==> src/rtl/lock_ctrl.sv <==
// Keypad sequencer and combination lock driving an external 8-digit hex charbuf.
// Latency: cb_* pulses one cycle after the key strobe; VERIFY takes one cycle.
// Backpressure: none; keys arriving in VERIFY/ALARM or on the relock cycle are dropped.
module lock_ctrl #(
    parameter logic [31:0] DEFAULT_CODE = 32'h0000_1234,
    parameter int          DIGITS       = 8,
    parameter int          MAX_ATTEMPTS = 3,
    parameter int          OPEN_CYCLES  = 1000,
    parameter int          ALARM_CYCLES = 500
) (
    input  logic        clk,
    input  logic        rst,
    input  logic        key_valid,
    input  logic [4:0]  key_code,
    input  logic [31:0] cb_out,
    input  logic        cb_is_empty,
    output logic        cb_enable,
    output logic        cb_clr,
    output logic        cb_bksp,
    output logic        cb_is_ctrl,
    output logic [3:0]  cb_in_char,
    output logic [2:0]  state,
    output logic        unlocked,
    output logic        alarm,
    output logic        fail,
    output logic        code_saved,
    output logic [1:0]  attempts_left,
    output logic [3:0]  digit_count
);
    typedef enum logic [2:0] {
        S_LOCKED = 3'd0,
        S_ENTRY  = 3'd1,
        S_VERIFY = 3'd2,
        S_OPEN   = 3'd3,
        S_ALARM  = 3'd4
    } state_t;

    localparam int OT_W = $clog2(OPEN_CYCLES + 1);
    localparam int AT_W = $clog2(ALARM_CYCLES + 1);

    localparam logic [4:0] K_ENTER = 5'h10;
    localparam logic [4:0] K_BKSP  = 5'h11;
    localparam logic [4:0] K_CLR   = 5'h12;
    localparam logic [4:0] K_LOCK  = 5'h13;

    state_t           state_q;
    logic [31:0]      code_q;
    logic [OT_W-1:0]  open_tmr;
    logic [AT_W-1:0]  alarm_tmr;
    logic             save_pend;

    logic timeout, accept, dig_ok, bksp_ok, clr_ok, enter_ok, lock_ok, fsm_clr;

    // The empty flag lags a just-issued digit by two edges, so digit_count is authoritative.
    logic unused_empty;
    assign unused_empty = cb_is_empty;

    assign timeout  = (state_q == S_OPEN) && (open_tmr == OT_W'(OPEN_CYCLES - 1));
    assign accept   = key_valid && (key_code <= K_LOCK) &&
                      ((state_q == S_LOCKED) || (state_q == S_ENTRY) ||
                       ((state_q == S_OPEN) && !timeout));
    assign dig_ok   = accept && !key_code[4] && (digit_count != 4'(DIGITS));
    assign bksp_ok  = accept && (key_code == K_BKSP) && (digit_count != 4'd0);
    assign clr_ok   = accept && (key_code == K_CLR);
    assign enter_ok = accept && (key_code == K_ENTER) && (digit_count != 4'd0);
    assign lock_ok  = accept && (key_code == K_LOCK);

    // Clears the controller itself requests: verify outcome, LOCK, code store, relock.
    assign fsm_clr  = (state_q == S_VERIFY) ||
                      ((state_q == S_ENTRY) && lock_ok) ||
                      ((state_q == S_OPEN) && (timeout || enter_ok || lock_ok));

    assign state    = state_q;
    assign unlocked = (state_q == S_OPEN);
    assign alarm    = (state_q == S_ALARM);

    always_ff @(posedge clk or negedge rst) begin
        if (!rst) begin
            state_q       <= S_LOCKED;
            code_q        <= DEFAULT_CODE;
            attempts_left <= 2'(MAX_ATTEMPTS);
            digit_count   <= '0;
            open_tmr      <= '0;
            alarm_tmr     <= '0;
            save_pend     <= 1'b0;
            cb_enable     <= 1'b0;
            cb_clr        <= 1'b0;
            cb_bksp       <= 1'b0;
            cb_is_ctrl    <= 1'b0;
            cb_in_char    <= '0;
            fail          <= 1'b0;
            code_saved    <= 1'b0;
        end else begin
            cb_enable  <= 1'b0;
            cb_clr     <= 1'b0;
            cb_bksp    <= 1'b0;
            cb_is_ctrl <= 1'b0;
            cb_in_char <= '0;
            fail       <= 1'b0;
            code_saved <= 1'b0;
            save_pend  <= 1'b0;

            // cb_out lags the ENTER strobe by one cycle, so the store happens a cycle later.
            if (save_pend) begin
                code_q     <= cb_out;
                code_saved <= 1'b1;
            end

            if (dig_ok) begin
                cb_enable   <= 1'b1;
                cb_in_char  <= key_code[3:0];
                digit_count <= digit_count + 4'd1;
            end else if (bksp_ok) begin
                cb_enable   <= 1'b1;
                cb_bksp     <= 1'b1;
                cb_is_ctrl  <= 1'b1;
                digit_count <= digit_count - 4'd1;
            end else if (clr_ok || fsm_clr) begin
                cb_clr      <= 1'b1;
                cb_is_ctrl  <= 1'b1;
                digit_count <= '0;
            end

            case (state_q)
                S_LOCKED: begin
                    if (dig_ok) state_q <= S_ENTRY;
                end
                S_ENTRY: begin
                    if ((bksp_ok && digit_count == 4'd1) || clr_ok || lock_ok)
                        state_q <= S_LOCKED;
                    else if (enter_ok)
                        state_q <= S_VERIFY;
                end
                S_VERIFY: begin
                    if (cb_out == code_q) begin
                        state_q       <= S_OPEN;
                        attempts_left <= 2'(MAX_ATTEMPTS);
                        open_tmr      <= '0;
                    end else begin
                        fail          <= 1'b1;
                        attempts_left <= attempts_left - 2'd1;
                        if (attempts_left == 2'd1) begin
                            state_q   <= S_ALARM;
                            alarm_tmr <= '0;
                        end else begin
                            state_q   <= S_LOCKED;
                        end
                    end
                end
                S_OPEN: begin
                    if (timeout) begin
                        state_q <= S_LOCKED;
                    end else if (accept) begin
                        open_tmr <= '0;
                        if (enter_ok) save_pend <= 1'b1;
                        if (lock_ok)  state_q   <= S_LOCKED;
                    end else begin
                        open_tmr <= open_tmr + 1'b1;
                    end
                end
                S_ALARM: begin
                    if (alarm_tmr == AT_W'(ALARM_CYCLES - 1)) begin
                        state_q       <= S_LOCKED;
                        attempts_left <= 2'(MAX_ATTEMPTS);
                    end else begin
                        alarm_tmr <= alarm_tmr + 1'b1;
                    end
                end
                default: state_q <= S_LOCKED;
            endcase
        end
    end
endmodule

==> config.mk <==
export PLATFORM = sky130hd
export DESIGN_NAME = lock_ctrl
export DESIGN_NICKNAME = d
export VERILOG_FILES = /design/src/rtl/lock_ctrl.sv
export SDC_FILE = /design/constraint.sdc
export NUM_CORES = 1
export LEC_CHECK = 0
export ABC_AREA = 1
export CORE_MARGIN = 8
export CORE_UTILIZATION = 51
export CTS_CLUSTER_SIZE = 8
export DETAILED_ROUTE_END_ITERATION = 10
export PLACE_DENSITY = 0.73
export SLEW_MARGIN = 20
export SYNTH_ARGS = -nofsm -noshare
export SYNTH_HDL_FRONTEND = slang
export SYNTH_SLANG_ARGS = --single-unit
==> constraint.sdc <==
create_clock -name clk -period 3.72 [get_ports clk]
set_input_delay 0.558 -clock clk [delete_from_list [all_inputs] [get_ports clk]]
set_output_delay 0.558 -clock clk [all_outputs]
set_load 0.02 [all_outputs]
==> results, run 1 <==
- The cell area after synthesis is 4024 µm².
- The internal portion of the total power is 1.206 mW.
- The switching share of power is 22.41%.
- Registers take 1785 µm².
- The fraction of the cycle the final worst path needs is 65.40%.
- The die covers about 11,000 µm².
- The maximum count of clock buffers along a single path is 2.
- After synthesis the netlist holds a flip-flop and latch count of 71.
- The share of power burned in registers is 49.6%.
- The number of H-tree levels is 3.
- The switching component of the power is 0.3483 mW.
- The relative contribution of the clock network to total power is 44.1%.
- The cell count after synthesis came out at between 400 and 500.
- The maximum vdd drop is 0.1637 mV.
- The element type at the critical path end is a primary output.
- Across the run, the number of max-cap violations was 0.
- The clock-pin slew of the registers on the worst-case setup and hold paths is 80 ps.
- The slew at the pin closest to its max-slew limit is 595.7 ps.
- Leaving out fill and tap cells, the most frequent cell in the layout is nand2_1.
- In the final layout, the share of cells above drive strength 1 is 15.57%.
- The hold-fix buffer count after cts is 0.
- In this run the clock root is driven by a clkbuf_8.
- The number of DRC violations after detailed routing is 0.
- The final hold slack is 190.1 ps.
- After floorplanning, the core was divided into 32 placement rows.
- In the routed layout, each cell is associated on average with a via count of 4.994.
- In this run the horizontal extent of the chip is about 100 µm.
- After clock tree synthesis, the repair step resized 0 gates.
- The arrival time of the worst setup path is 1870 ps.
- The starting density of the core is 52.34%.
- The buffers inserted during post-CTS setup optimization is 0.
- The first global-routing pass estimated 15,010 µm of wire.
- The netlist uses 33 different library cells.
- The number of nets at the end of the flow is 576.
- The die is 104.8 µm tall.
- The startpoint kind of the worst setup timing path is a flop.
- The analysis attributes to cell leakage a power of around 2.4 nW.
- The count of vias placed by the detailed router is 3,171.
- The worst register-to-register path begins at code_q[4]$_DFFE_PN1P_.
- The maximum clock frequency is 411.1 MHz.
- The critical path startpoint is state[0]$_DFFE_PN0P_.
- Prior to clock tree synthesis, the placed netlist has a worst setup slack of between 1000 and 1500 ps.
- The endpoint required time on the critical path is 3160 ps.
- The Yosys step of the flow raised 0 warnings.
- The power density of the placed cells is 313.6 nW/µm².
- The count of clock tree sinks is 71.
- Of all flip-flops after synthesis, the portion carrying an async set or reset was between 90% and 100%.
- The final clock skew is 9.211 ps.
- In this run the tightest slew margin relative to its limit is 60.29%.
- The number of flops mapped to enable cells by yosys is 0.
- The post-detailed-placement half-perimeter wirelength is 6417 µm.
- The number of antenna violations at the first check in global routing is 0.
- The antenna violation net count after detailed routing is 0.
- The share of the Yosys chip area taken by registers is between 40% and 50%.
- After synthesis, the mean cell area works out to 8.729 µm².
- The worst-skew pair later-pin latency is 350 ps.
- The total inserted antenna cells is 0.
- The setup TNS is 0 ps.
- The final-report max-slew violation count is 0.
- The first TritonRoute pass finished after 5 iterations.
- The number of buffers created by CTS is 9.
- Per report_power, the combinational group accounts for 6.3% of the total.
- For this run the aggregate overflow at the end of global routing stands at 0.
- The count of endpoints failing hold in the final timing report is 0.
- The multi-input combinational cells in the finished layout cover a total of a little under 2000 µm².
- Setup repair after global routing left no endpoint under its margin.
- The flow ran to the end, and the final reports show no timing, DRC or antenna violations.
- The filler cell count is 682.
- The TritonCTS clock tree is done.
- The number of DRC markers after the initial detailed-route iteration is 127.
- The average wire per standard cell is around 13 µm.
- The maximum fanout along the worst path is 6.
- The post-layout minimum cycle time is 2433 ps.
- The overall fraction of global-route tracks in use is between 15 and 20%.
- The maximum number of pins on one net before global-route repair is 47.
- Routability-driven placement finished with a final weighted congestion of 0.8655.
- The most used flip-flop cell after synthesis is dfrtp_1.
- The core region is 7687 µm².
- Setup violations remaining at the end of the flow were counted as 0.
- The start-to-end type of the worst setup path is flop to primary output.
- Leaving out fill and tap cells, the most frequent cells in the layout are 112 x nand2_1, 64 x dfrtp_1, 59 x clkdlybuf4s50_1.
- The count of boundary I/O pins is 62.
- The post-synth net total is roughly 510.
- The number of global-route vias before repair is 3,243.
- The post-route worst setup slack is 1287 ps.
- For this block, the routed nets add up to approximately 8500 µm of wire.
- The worst hold path belongs to the class primary input to async pin.
- The area growth from synthesis to final layout is 23.17%.
- Buffers placed on the I/O ports in this run total 60.
[cells in the mapped netlist, types with 2 or more instances]
cell / n / share of area (%)
nor2_2: 4 / 0.62
nand3_1: 35 / 4.4
nand2_8: 3 / 1.5
o21ai_1: 2 / 0.25
nor3_1: 9 / 1.1
o21ai_0: 14 / 1.7
nor2_1: 41 / 3.8
xnor2_1: 32 / 7.0
dfrtp_1: 64 / 40
nand2_4: 3 / 0.84
xor2_1: 6 / 1.3
nand2_2: 3 / 0.47
ha_1: 7 / 2.2
clkbuf_1: 5 / 0.47
inv_1: 49 / 4.6
nand4_1: 12 / 1.9
nand2_1: 112 / 10
mux2_2: 25 / 7.0
dfstp_2: 7 / 4.6
nand3_2: 6 / 1.5
inv_2: 5 / 0.47
a21oi_1: 6 / 0.75
[metal layers]
layer,share of wire [%],GRT usage [%]
met5,0,0
met4,1.2,6.320
met3,5.2,4.545
met2,49,27.42
met1,44,19.56
[cell families after synthesis]
| group | after synthesis | synth area share [%] |
|---|---|---|
| adder cells (fa/ha/maj) | 7 | 2.177 |
| multiplexers | 25 | 6.996 |
| AND/OR/NAND/NOR | 232 | 27.89 |
| XOR/XNOR | 38 | 8.271 |
| AO/OA/AOI/OAI | 26 | 3.980 |
| flip-flops | 71 | 44.37 |
| buffers and inverters | 62 | 6.312 |
[flip-flops by register name (all words and copies together) (netlist names)]
register and flops:
attempts_left 2, state 3, cb_enable 1, code_q 32, fail 1, cb_in_char 4, code_saved 1, open_tmr 10
alarm_tmr 9, cb_bksp 1, cb_is_ctrl 1, cb_clr 1, save_pend 1, digit_count 4
[worst paths after layout]
| path | cells past startpoint | slack (ps) | endpoint |
|---|---|---|---|
| min | 2 | 190 | code_q[28]$_DFFE_PN0P_ |
| max | 4 | 1290 | alarm |
| max in group asynchronous | 2 | 3000 | open_tmr[9]$_DFFE_PN0P_ |
| min reg2reg | 2 | 520 | open_tmr[9]$_DFFE_PN0P_ |
| min in group clk | 2 | 520 | open_tmr[9]$_DFFE_PN0P_ |
| max reg2reg | 10 | 1670 | open_tmr[3]$_DFFE_PN0P_ |
[stage by stage]
stage	instances	utilization (%)	cell area (µm²)	power (mW)
finish	635	64.47	4956	1.554
global route	635	64.47	4956	1.615
CTS	635	64.47	4956	1.576
detailed placement	619	61.59	4735	0.8853
global placement	619	61.59	4735	0.8840
floorplan	461	-	4024	0.8144
[power by group through the flow]
stage / combinational, mW / sequential [mW] / clock (mW)
after floorplan: 0.0277 / 0.787 / 0
after global placement: 0.0976 / 0.786 / 0
after detailed placement: 0.0988 / 0.786 / 0
after CTS: 0.0997 / 0.771 / 0.705
after global routing: 0.108 / 0.771 / 0.736
final: 0.0979 / 0.772 / 0.685
[worst max-delay path, stage by stage (launching register included)]
cell and delay [ps]:
dfrtp_1 470, nor2_1 130, inv_1 70, nor2_2 200, clkdlybuf4s50_1 660
[cell type report]
cell class | count | share of cell area (%)
timing repair buffer | 63 | 12.47
clock buffer | 10 | 2.575
inverter | 55 | 4.418
multi-input combinational | 328 | 40.04
sequential | 71 | 36.03
tap | 102 | 2.575
clock inverter | 6 | 1.893
Power figures use the tool's default switching activity.
==> inputs of run 2 (changes only) <==
- CORE_UTILIZATION: 51 -> 49
- PLACE_DENSITY: 0.73 -> 0.74
- clock period: 3.72 -> 2.1 ns (I/O delays scaled with it)
==> results, run 2 (synthesis results as in run 1) <==
- Status: finished, final reports clean (unchanged).
- The buffers inserted during post-CTS setup optimization is 0 (unchanged).
- The critical path startpoint was state[0]$_DFFE_PN0P_ (unchanged).
- The number of DRC markers after the initial detailed-route iteration is 83 (was 127).
- The final setup violation count is 0 (unchanged).
- The count of clock tree sinks is 71 (unchanged).
- The overall fraction of global-route tracks in use came to 15.75% (was 16.38%).
- The total die area is 11,370 µm² (was 10,990 µm²).
- The switching component of the power is 0.5945 mW (was 0.3483 mW).
- The relative contribution of the clock network to total power is 40.6% (was 44.1%).
- The antenna violation net count after detailed routing is 0 (unchanged).
- The final-report max-slew violation count is 0 (unchanged).
- The commonest non-fill, non-tap cell in the layout was nand2_1 (unchanged).
- For the finished layout, the period the worst path requires is 2016 ps.
- The number of H-tree levels is 3 (unchanged).
- Largest registers: code_q: 32 flops, open_tmr: 10 flops, alarm_tmr: 9 flops (unchanged).
- The detailed-router iteration count before antenna repair was 4 (was 5).
- The final instance area came to 5021 µm² (was 4956 µm²).
- The total power consumption of the routed design came to 2.603 mW (was 1.554 mW).
- The internal power contribution came to 2.009 mW (was 1.206 mW).
- The startpoint kind of the worst setup timing path is a flop (unchanged).
- Of the available clock period, the critical path in the final layout requires 96.02%.
- The arrival time of the worst setup path was 1700 ps (was 1870 ps).
- Timing would allow up to roughly 500 MHz.
- The post-route worst setup slack is 83.64 ps (was 1287 ps).
- The count of vias placed by the detailed router is 3,208 (was 3,171).
- The number of antenna violations at the first check in global routing is 0 (unchanged).
- The maximum fanout along the worst path is 6 (unchanged).
- The post-detailed-placement half-perimeter wirelength is 6344 µm (was 6417 µm).
- The worst-skew pair later-pin latency came to 340 ps (was 350 ps).
- The TritonCTS clock tree is done (unchanged).
- The master of the slowest instance on the critical path is clkdlybuf4s50_1 (unchanged).
- The final clock skew is 8.301 ps (was 9.211 ps).
- The start-to-end type of the worst setup path is flop to primary output (unchanged).
- The busiest layer in global routing is met2 (unchanged).
- The count of endpoints failing hold in the final timing report is 0 (unchanged).
- The number of global-route vias before repair is 3,337 (was 3,243).
- The number of nets at the end of the flow is 585 (was 576).
- The share of power burned in registers is 52.5% (was 49.6%).
- The total inserted antenna cells is 0 (unchanged).
- The global-route wire length before repair is 14,740 µm (was 15,010 µm).
- The count of boundary I/O pins is 62 (unchanged).
- The overall die width is 106.6 µm (was 104.8 µm).
- The power density of the placed cells was 518.5 nW/µm² (was 313.6 nW/µm²).
- The worst setup slack after placement came to -39.75 ps (was 1098 ps).
- The vertical die dimension is 106.6 µm (was 104.8 µm).
- The layout cell share with drive strength beyond 1 came to 16.79% (was 15.57%).
- The number of DRC violations after detailed routing came to 0 (unchanged).
- The area after detailed placement was 4823 µm² (was 4735 µm²).
- The largest incremental delay on the critical path was 620 ps (was 660 ps).
- The final wirelength is 8482 µm (was 8480 µm).
- The met2 track utilization from global routing came to 26.64% (was 27.42%).
- The met3 usage is 4.619% (was 4.545%).
- RSZ-0062 raised after global routing: no (unchanged).
- The maximum number of pins on one net before global-route repair is 72 (was 47).
- The maximum vdd drop is 0.3712 mV (was 0.1637 mV).
- The worst reg2reg path startpoint was code_q[4]$_DFFE_PN1P_ (unchanged).
- The average via count per standard cell is 4.958 (was 4.994).
- The endpoint required time on the critical path is 1780 ps (was 3160 ps).
- The CTS root buffer is clkbuf_8 (unchanged).
- The weighted congestion at the end of routability-driven global placement is 0.8324 (was 0.8655).
- The reported leakage power was 2.433 nW (was 2.390 nW).
- The path type of the worst min-delay path is primary input to async pin (unchanged).
- The maximum count of clock buffers along a single path was 2 (unchanged).
- The footprint of the flip-flops and latches is 1785 µm² (unchanged).
- The flip-flop count of the largest register, all copies and words added is 32 (unchanged).
- The filler cell count is 699 (was 682).
- The area growth from synthesis to final layout is 24.78% (was 23.17%).
- The register with the most flip-flops is code_q (unchanged).
- The starting density of the core is 49.72% (was 52.34%).
- The average wire per standard cell was 13.11 µm (was 13.35 µm).
- The number of port buffers is 60 (unchanged).
- The dominant delay contributor by cell family on the critical path was buffers and inverters (unchanged).
- The met1 track utilization from global routing is 18.77% (was 19.56%).
- CP Cell Sequence: nor2_1 > inv_1 > nor2_2 > clkdlybuf4s50_1 (unchanged).
- The buffering stage count on the worst path with inverters included is 2 (unchanged).
- The core footprint is 8093 µm² (was 7687 µm²).
- The portion of total power attributed to combinational logic came to 6.9% (was 6.3%).
- The element type at the critical path end is a primary output (unchanged).
- The number of buffers created by CTS is 9 (unchanged).
- The area of the multi-input gates is 1984 µm² (unchanged).
- Commonest non-fill, non-tap cells in the layout: 112 x nand2_1, 64 x dfrtp_1, 58 x clkdlybuf4s50_1 (was 112 x nand2_1, 64 x dfrtp_1, 59 x clkdlybuf4s50_1).
- The switching share of power came to 22.83% (was 22.41%).
- The clock-pin slew of the registers on the worst-case setup and hold paths is 80 ps (about the same).
- The max-capacitance violation count was 0 (unchanged).
- The leftover overflow at the end of global routing is 0 (unchanged).
- The floorplan row count is 33 (was 32).
- The relative max-transition margin is 71.79% (was 60.29%).
- The slew at the pin closest to its max-slew limit is 423.1 ps (was 595.7 ps).
==> run 2: cell types whose count changed in the layout (fill, tap and decap cells not counted) <==
| cell | delta |
|---|---|
| buf_4 | +6 |
| clkinv_2 | +3 |
| buf_12 | +2 |
| bufinv_16 | -1 |
| clkdlybuf4s50_1 | -1 |
| clkinv_4 | -1 |
| dlygate4sd2_1 | +1 |
| dlygate4sd3_1 | +1 |
| inv_6 | -1 |
==> run 2: cell type report <==
cell class,instances,share of cell area [%]
tap,105,2.616
clock buffer,10,2.542
multi-input combinational,328,39.52
clock inverter,6,1.221
sequential,71,35.56
inverter,55,4.361
timing repair buffer,72,14.18
==> run 2: power groups by stage <==
stage	Clock, mW	Sequential (mW)	Combinational (mW)
finish	1.06	1.37	0.181
global route	1.13	1.37	0.200
CTS	1.09	1.37	0.184
detailed placement	0	1.39	0.181
global placement	0	1.39	0.177
floorplan	0	1.39	0.0490
==> run 2: per-layer routing <==
layer,routed length (µm),up-vias
li1,-,1621
met1,3908,1535
met2,4099,45
met3,395,7
met4,78,0
met5,0,-
==> run 2: stage by stage <==
step	hold slack, ps	cells	setup TNS [ps]	util, %
after global placement	371.8	630	0	59.60
after floorplan	19.41	461	0	-
after detailed placement	373.2	630	-208.0	59.60
after global routing	542.2	647	0	62.04
after CTS	525.7	647	0	62.04
final	516.1	647	0	62.04
==> run 2: final timing paths <==
path | to | slack, ps | depth (start not counted)
worst min register to register | open_tmr[9]$_DFFE_PN0P_ | 520 | 2
worst max-delay path | alarm | 80 | 4
max in group asynchronous | code_q[12]$_DFFE_PN1P_ | 1230 | 3
worst min-delay path | code_q[28]$_DFFE_PN0P_ | 520 | 3
min in group clk | open_tmr[9]$_DFFE_PN0P_ | 520 | 2
worst max register to register | open_tmr[1]$_DFFE_PN0P_ | 330 | 10
==> run 2: repair_timing <==
item | in CTS | in global routing
endpoints found under the hold margin | 17 | 0
hold buffers | 1 | 0
endpoints found under the setup margin | 1 | 0
gates resized for setup | 1 | 0
==> run 2: worst register-to-register path, delay by kind of cell (launching register included) <==
| family | cells | cell delay [ps] |
|---|---|---|
| simple gates | 8 | 890 |
| buf+inv | 1 | 120 |
| flops | 1 | 540 |
| xor+xnor | 1 | 110 |
